## src/rtl/mem8x8_pkg.sv

```systemverilog
// Shared types and defaults for the 8x8 bitcell-array sequencer.
package mem8x8_pkg;

  localparam int ROWS_DEF    = 8;
  localparam int COLS_DEF    = 8;
  localparam int ACC_CYC_DEF = 1;

  // Verify states are always declared; the FSM only enters them when
  // MEM8X8_VERIFY_EN is defined.
  typedef enum logic [2:0] {
    IDLE, SETUP, ACCESS, HOLD, RESP, VSETUP, VACCESS, VHOLD
  } state_t;

  // Width of a counter that must reach n-1 (at least 1 bit).
  function automatic int cnt_w(int n);
    return (n <= 2) ? 1 : $clog2(n);
  endfunction

endpackage

```

## src/rtl/row_decoder.sv

```systemverilog
// Binary row address to one-hot row select. Out-of-range addresses and
// en=0 give all-zero, so the array never sees a stray select.
module row_decoder #(
  parameter int ROWS   = 8,
  parameter int ADDR_W = 3
) (
  input  logic              en,
  input  logic [ADDR_W-1:0] addr,
  output logic [ROWS-1:0]   sel
);

  // One comparator per row; no row matches an address >= ROWS.
  for (genvar r = 0; r < ROWS; r++) begin : g_row
    assign sel[r] = en && (addr == ADDR_W'(r));
  end

endmodule

```

## src/rtl/mem8x8_ctrl.sv

```systemverilog
// Sequencer in front of the 8x8 bitcell array.
// Each request runs SETUP -> ACCESS -> HOLD -> RESP so that rw/inp settle
// before the row select rises and stay put until after it falls; the
// cell write enable (rw & sel) is therefore glitch-free.
// Build option: MEM8X8_VERIFY_EN adds a read-back pass after every write
// and reports a data mismatch on rsp_err.
module mem8x8_ctrl
  import mem8x8_pkg::*;
#(
  parameter int ROWS    = ROWS_DEF,
  parameter int COLS    = COLS_DEF,
  parameter int ADDR_W  = $clog2(ROWS),
  parameter int ACC_CYC = ACC_CYC_DEF
) (
  input  logic              clk,
  input  logic              rst,
  input  logic              req_valid,
  output logic              req_ready,
  input  logic              req_rw,
  input  logic [ADDR_W-1:0] req_addr,
  input  logic [COLS-1:0]   req_data,
  output logic              rsp_valid,
  output logic [COLS-1:0]   rsp_data,
  output logic              rsp_err,
  output logic [ROWS-1:0]   mem_sel,
  output logic              mem_rw,
  output logic [COLS-1:0]   mem_inp,
  input  logic [COLS-1:0]   mem_outp
);

  localparam int              CNT_W    = cnt_w(ACC_CYC);
  localparam logic [CNT_W-1:0] ACC_LAST = CNT_W'(ACC_CYC - 1);

  state_t              state;
  logic                lat_rw;
  logic [ADDR_W-1:0]   lat_addr;
  logic [CNT_W-1:0]    acc_cnt;
  logic [ROWS-1:0]     dec_sel;
  logic                dec_en;
  logic                acc_last;
`ifdef MEM8X8_VERIFY_EN
  logic [COLS-1:0]     lat_data;
  logic [COLS-1:0]     vbuf;
`endif

  // Decode only on the cycle before select rises; the result is registered.
  assign dec_en = (state == SETUP) || (state == VSETUP);

  row_decoder #(
    .ROWS   (ROWS),
    .ADDR_W (ADDR_W)
  ) u_row_decoder (
    .en   (dec_en),
    .addr (lat_addr),
    .sel  (dec_sel)
  );

  assign req_ready = (state == IDLE) & ~rst;
  assign acc_last  = (acc_cnt == ACC_LAST);

`ifndef MEM8X8_VERIFY_EN
  assign rsp_err = 1'b0;
`endif

  // Transaction FSM; every array/response output is registered here and
  // reflects the state being entered.
  always_ff @(posedge clk or posedge rst) begin
    if (rst) begin
      state     <= IDLE;
      lat_rw    <= 1'b0;
      lat_addr  <= '0;
      acc_cnt   <= '0;
      mem_sel   <= '0;
      mem_rw    <= 1'b0;
      mem_inp   <= '0;
      rsp_valid <= 1'b0;
      rsp_data  <= '0;
`ifdef MEM8X8_VERIFY_EN
      lat_data  <= '0;
      vbuf      <= '0;
      rsp_err   <= 1'b0;
`endif
    end else begin
      case (state)
        IDLE: begin
          if (req_valid) begin
            lat_rw   <= req_rw;
            lat_addr <= req_addr;
`ifdef MEM8X8_VERIFY_EN
            lat_data <= req_data;
`endif
            // rw/inp go out now, a full cycle ahead of sel.
            mem_rw   <= req_rw;
            mem_inp  <= req_rw ? req_data : '0;
            state    <= SETUP;
          end
        end
        SETUP: begin
          mem_sel <= dec_sel;
          acc_cnt <= '0;
          state   <= ACCESS;
        end
        ACCESS: begin
          if (acc_last) begin
            mem_sel <= '0;
            // Undriven bus for an unmapped row reads back as zero.
            if (!lat_rw) rsp_data <= (|mem_sel) ? mem_outp : '0;
            state   <= HOLD;
          end else begin
            acc_cnt <= acc_cnt + CNT_W'(1);
          end
        end
        HOLD: begin
`ifdef MEM8X8_VERIFY_EN
          if (lat_rw) begin
            // Switch to read with sel low, same ordering as a normal read.
            mem_rw  <= 1'b0;
            mem_inp <= '0;
            state   <= VSETUP;
          end else begin
            rsp_valid <= 1'b1;
            state     <= RESP;
          end
`else
          rsp_valid <= 1'b1;
          state     <= RESP;
`endif
        end
        RESP: begin
          rsp_valid <= 1'b0;
          mem_rw    <= 1'b0;
          mem_inp   <= '0;
`ifdef MEM8X8_VERIFY_EN
          rsp_err   <= 1'b0;
`endif
          state     <= IDLE;
        end
`ifdef MEM8X8_VERIFY_EN
        VSETUP: begin
          mem_sel <= dec_sel;
          acc_cnt <= '0;
          state   <= VACCESS;
        end
        VACCESS: begin
          if (acc_last) begin
            mem_sel <= '0;
            vbuf    <= (|mem_sel) ? mem_outp : '0;
            state   <= VHOLD;
          end else begin
            acc_cnt <= acc_cnt + CNT_W'(1);
          end
        end
        VHOLD: begin
          rsp_valid <= 1'b1;
          rsp_err   <= (vbuf != lat_data);
          state     <= RESP;
        end
`endif
        default: begin
          mem_sel <= '0;
          state   <= IDLE;
        end
      endcase
    end
  end

endmodule

```

## config.mk

```make
export PLATFORM = sky130hd
export DESIGN_NAME = mem8x8_ctrl
export DESIGN_NICKNAME = d
export VERILOG_FILES = /design/src/rtl/mem8x8_pkg.sv /design/src/rtl/row_decoder.sv /design/src/rtl/mem8x8_ctrl.sv
export SDC_FILE = /design/constraint.sdc
export NUM_CORES = 1
export LEC_CHECK = 0
export ABC_AREA = 1
export CAP_MARGIN = 30
export CORE_ASPECT_RATIO = 0.8
export CORE_MARGIN = 1.5
export CORE_UTILIZATION = 45
export DETAILED_ROUTE_END_ITERATION = 12
export GPL_ROUTABILITY_DRIVEN = 0
export GPL_TIMING_DRIVEN = 0
export HOLD_SLACK_MARGIN = 0.06
export PLACE_DENSITY = 0.84
export SLEW_MARGIN = 20
export SYNTH_ARGS = -nofsm -noshare
export SYNTH_HDL_FRONTEND = slang
export SYNTH_SLANG_ARGS = --single-unit
```

## constraint.sdc

```tcl
create_clock -name clk -period 1.7 [get_ports clk]
set_clock_uncertainty 0.15 [all_clocks]
set_input_delay 0.255 -clock clk [delete_from_list [all_inputs] [get_ports clk]]
set_output_delay 0.255 -clock clk [all_outputs]
set_load 0.05 [all_outputs]
```

# Word level (Yosys, flattened, before mapping)

Index checks and enable logic that the tools add are counted.
Widths: inputs -> output; s select.

Register bits after elaboration: 34
Latch bits: 0
Memory bits (writable): 0
Memory bits (read-only): 0
Bits of input ports: 23
Output and inout bits: 28
Word-level logic and storage cells: 64
Memories: 0

Add/subtract/negate cells: 1
Multipliers: 0
Divide/modulo/power cells: 0
$lt $le $gt $ge: 0
Equal/unequal tests: 14
Shift-type cells: 0
Muxes and demuxes: 14
Bitwise operators: 5
Reduce and logical (&&, ||, !) cells: 21

Operators with widths:

| kind                | count |
|---|---|
| $mux 8              | 4 |
| $pmux 8 s3          | 1 |
| $eq 3x3->1 const B  | 6 |
| $pmux 8 s2          | 1 |
| $eq 3x2->1 const B  | 4 |
| $pmux 3 s4          | 1 |
| $logic_and 1x1->1   | 8 |
| $reduce_and 2->1    | 4 |
| $reduce_or 8->1     | 1 |
| $eq 3x1->1 const B  | 2 |
| $logic_not 3->1     | 2 |
| $mux 3              | 2 |
| $pmux 1 s2          | 3 |
| $reduce_bool 2->1   | 3 |
| $ne 2x2->1 const B  | 2 |
| $not 1->1           | 4 |
| $reduce_and 3->1    | 1 |
| $reduce_or 3->1     | 1 |
| $mux 1              | 2 |
| $add 1x1->1 const B | 1 |
| $and 1x1->1         | 1 |
| $logic_or 1x1->1    | 1 |

# Logic depth before layout (Yosys ltp)

Depth in word-level cells: 4
Depth in mapped cells: 7
Gate-level depth less buffers: 6

# Modules after synthesis

Synthesis repeated with hierarchy kept, for this count alone.

Cells, all modules: 215
Area total of the unflattened synthesis: 1595.3 sq um

Modules (own cells, without submodules):

| module      | times used | cells each | area each (sq um) | seq. area each (sq um) |
|---|---|---|---|---|
| mem8x8_ctrl | 1          | 198        | 1531.5            | 825.8 |
| row_decoder | 1          | 17         | 63.8              | 0.0 |

# Worst setup path before layout

Ideal clock, no wire load.

Path type: register to output
Start point: register state[2]
End point: output req_ready
Data arrival time: 2.070 ns
Data required time: 1.295 ns
Setup slack: -0.775 ns
Stages on the path, launching flop included: 3
Path buffers: 1
Cell sequence: dfrtp_1 buf_4 nor4_1

Cells in the longest elaborated chain, start to end: 2

Ends and longest elaborated chain:

| element                | line               | text |
|---|---|---|
| start, declared        | mem8x8_ctrl.sv:34  | `state_t state;` |
| start signal, assigned | mem8x8_ctrl.sv:69  | `state <= IDLE;` |
| start signal, assigned | mem8x8_ctrl.sv:95  | `state <= SETUP;` |
| start signal, assigned | mem8x8_ctrl.sv:101 | `state <= ACCESS;` |
| $logic_not 3->1        | mem8x8_ctrl.sv:58  | `assign req_ready = (state == IDLE) & ~rst;` |
| $and 1x1->1            | mem8x8_ctrl.sv:58  |  |
| end, declared          | mem8x8_ctrl.sv:18  | `output logic req_ready,` |

Every way passes these cells.

# Final worst setup path

Start point: register state[1]
End point: output req_ready

The elaborated chain is that of the path after synthesis.

==> implementation parameters <==
Parameter                              Value

Clocking
  Clock Sinks ... 33
  Total clock buffers created by CTS ... 5
  Clock transition at the register clock pins on the worst setup and hold paths after CTS ... 60 ps
  H-Tree Level Count ... 2
  Buffer depth of the longest clock path ... 2
  CTS Root Buffer Type ... sky130_fd_sc_hd__clkbuf_8
  Clock latency on the worst-skew pair ... 280 ps
  Number of hold buffers added after CTS ... 0
  CTS tree ... yes

Critical path
  Library cell contributing the largest single delay on the critical path ... sky130_fd_sc_hd__dfrtp_2
  Maximum fanout along the worst path ... 7
  Source of the worst register-to-register timing path ... state[0]
  Data required time of the worst path ... 1290 ps
  Type of the worst setup path ... reg -> out
  Sequence of cells on the critical path ... nor4_4, buf_6
  Worst R2R Setup Slack ... 270 ps
  Endpoint type of the worst setup path ... primary output
  Startpoint class of the critical path ... register
  Number of cells on the worst reg-to-reg path ... 7
  CP delay by family, top ... flip-flops
  Worst r2r dst ... rsp_data[6]
  Buf+Inv Stages, Crit Path ... 1
  Worst EP arrival ... 1240 ps
  Stage delay of the slowest cell on the critical path ... 490 ps

Power and ir drop
  Cell leakage power ... 1.23 nW
  Peak supply drop ... around 1200 uV
  Design Power ... about 4 mW
  Power Density ... 1880 nW/um^2

Global routing
  Pin count of the biggest net entering global routing ... 34
  GRT Residual Overflow ... 0
  Overall fraction of global-route tracks in use ... 19.4%
  Antenna violations before repair ... 0
  Via count of the first global-routing pass ... 1145
  First-pass GRT wire length ... 5020 um

Die
  Core Rows ... 18
  Floorplan die height ... around 55 um
  Die W ... just under 70 um
  Floorplan core area ... 3130 um^2
  Starting Density ... 47.8%
  Boundary pin count ... 51
  Area of the die ... 3680 um^2

STA
  Highest clock frequency the design can meet ... 606 MHz
  Number of hold-slack violations in the final timing report ... 0
  Final-layout setup total negative slack ... 0 ps
  Worst max-slew margin expressed relative to the limit ... 55.5%
  Slew at the pin closest to its max-slew limit ... roughly 670 ps
  Final setup violation count ... 0
  Share of the clock period used by the worst path ... 97.0%
  Setup repair after global routing missed its margin ... false
  Crit path time final ... 1650 ps
  Final-report max-slew violation count ... 0

Synthesis
  Share of the yosys chip area belonging to registers ... a little under three fifths
  Ys Warns ... 0
  Post-synthesis cell area ... between 1000 and 1500 um^2
  Synthesized instance count ... 181
  Count of distinct cell types in the synthesized netlist ... 20
  Syn_area_per_cell ... 8.27 um^2
  Yosys reg bits ... 33
  Nets in the synthesized netlist ... 204

Cells and area
  Most frequent cells in the layout ... sky130_fd_sc_hd__nand2_1, sky130_fd_sc_hd__dfrtp_1, sky130_fd_sc_hd__inv_1, sky130_fd_sc_hd__dlygate4sd2_1, sky130_fd_sc_hd__clkdlybuf4s50_1
  Fraction of layout instances using a drive strength above 1 ... about an eighth
  Number of nets in the layout ... 264
  Antenna fix cells ... 0
  Final cell count without fillers ... roughly 280
  Most common cell after layout, fill and taps aside ... sky130_fd_sc_hd__nand2_1
  Growth of design area from synthesis to finish ... 42.7%

Placement
  Number of I/O port buffers ... 49
  Number of placed instances with taps included ... 270
  Final HPWL from detailed placement ... between 2000 and 2500 um

Min path
  Class of the tightest hold or removal check ... in -> async

Routing
  Post-detailed-route wirelength per cell ... roughly 11 um
  Final wirelength ... 3130 um
  Initial drt markers ... 86
  # DRC ... 0
  Via density per instance ... 4.57
  Via total after detailed routing ... approximately 1300
  Detailed Routing Iterations Pass 1 ... 4
  Antenna-violating nets left ... 0

Outcome
  Run status ... finished, final reports clean

Run
  Count of max-cap constraint violations ... 0
report_power, final:
part,leakage (nW),total (mW),switching [mW],internal (mW)
clock,0.0395,0.551,0.261,0.290
sequential,0.431,1.31,0.228,1.08
combinational,0.754,2.16,1.54,0.619
total,1.23,4.01,2.02,1.99
worst reg2reg max path, delay by kind of cell (launching register included):
family / cells / cell delay, ps
flops: 1 / 460
simple gates: 5 / 440
buf+inv: 2 / 330
stage by stage:
step           utilization (%)  area, um^2  worst slack (ps)  hold WS [ps]
2_1_floorplan                -        1510               118           215
3_3_place_gp              65.5        2050              -427           312
3_5_place_dp              65.5        2050              -442           318
4_1_cts                   67.2        2100              4.45           330
5_1_grt                   68.2        2140              10.8          91.9
6_report                  68.2        2140              50.3          7.96
layer usage:
metal	global-route usage [%]	vias up	wire length [um]
met5	0	-	0
met4	9.18	0	44
met3	5.76	5	201
met2	30.4	40	1400
met1	24.8	579	1470
li1	-	664	-
registers in the layout, summed over array words and instances (netlist names):
| register | cells |
|---|---|
| lat_addr | 3 |
| lat_rw | 1 |
| mem_inp | 8 |
| mem_rw | 1 |
| mem_sel | 8 |
| rsp_data | 8 |
| rsp_valid | 1 |
| state | 3 |
worst max-delay path by stage:
stage | endpoint | depth (start not counted) | start
floorplan | req_ready | 2 | state[2]
global placement | req_ready | 3 | rst
detailed placement | req_ready | 3 | rst
CTS | req_ready | 2 | state[0]
global route | req_ready | 2 | state[1]
finish | req_ready | 2 | state[1]
Yosys cell counts:
| master | n | area share (%) |
|---|---|---|
| sky130_fd_sc_hd__a21boi_0 | 1 | 0.50 |
| sky130_fd_sc_hd__buf_4 | 2 | 1.0 |
| sky130_fd_sc_hd__buf_6 | 1 | 0.75 |
| sky130_fd_sc_hd__conb_1 | 1 | 0.25 |
| sky130_fd_sc_hd__dfrtp_1 | 33 | 55 |
| sky130_fd_sc_hd__inv_1 | 27 | 6.8 |
| sky130_fd_sc_hd__inv_2 | 1 | 0.25 |
| sky130_fd_sc_hd__nand2_1 | 80 | 20 |
| sky130_fd_sc_hd__nand2_2 | 1 | 0.42 |
| sky130_fd_sc_hd__nand3_1 | 3 | 1.0 |
| sky130_fd_sc_hd__nand3_2 | 1 | 0.67 |
| sky130_fd_sc_hd__nand3_4 | 1 | 1.2 |
| sky130_fd_sc_hd__nand4_1 | 6 | 2.5 |
| sky130_fd_sc_hd__nor2_1 | 8 | 2.0 |
| sky130_fd_sc_hd__nor2_2 | 2 | 0.84 |
| sky130_fd_sc_hd__nor2_4 | 4 | 3.0 |
| sky130_fd_sc_hd__nor4_1 | 1 | 0.42 |
| sky130_fd_sc_hd__o21ai_0 | 4 | 1.3 |
| sky130_fd_sc_hd__o21ai_1 | 2 | 0.67 |
| sky130_fd_sc_hd__o21ai_2 | 2 | 1.2 |
final cells by class:
cell class,instances,area (um^2)
Fill cell,267,995
Sequential cell,33,828
Multi-Input combinational cell,117,554
Timing Repair Buffer,53,492
Inverter,28,105
Clock buffer,8,80.1
Tap cell,40,50.0
Buffer,3,26.3
timing repair:
action,in CTS,in global routing
pin swaps,1,0
buffers inserted,0,4
resized for setup,35,1
setup endpoints to repair,27,1
logic make-up (layout without fill, tap and decap cells):
family | after synthesis | after routing | synth area share (%)
DFF | 33 | 33 | 55.2
buffers and inverters | 31 | 92 | 8.78
AOI/OAI and AO/OA | 9 | 9 | 3.68
and+or+nand+nor | 107 | 107 | 32.1
other | 1 | 1 | 0.251
Power figures use the tool's default switching activity.
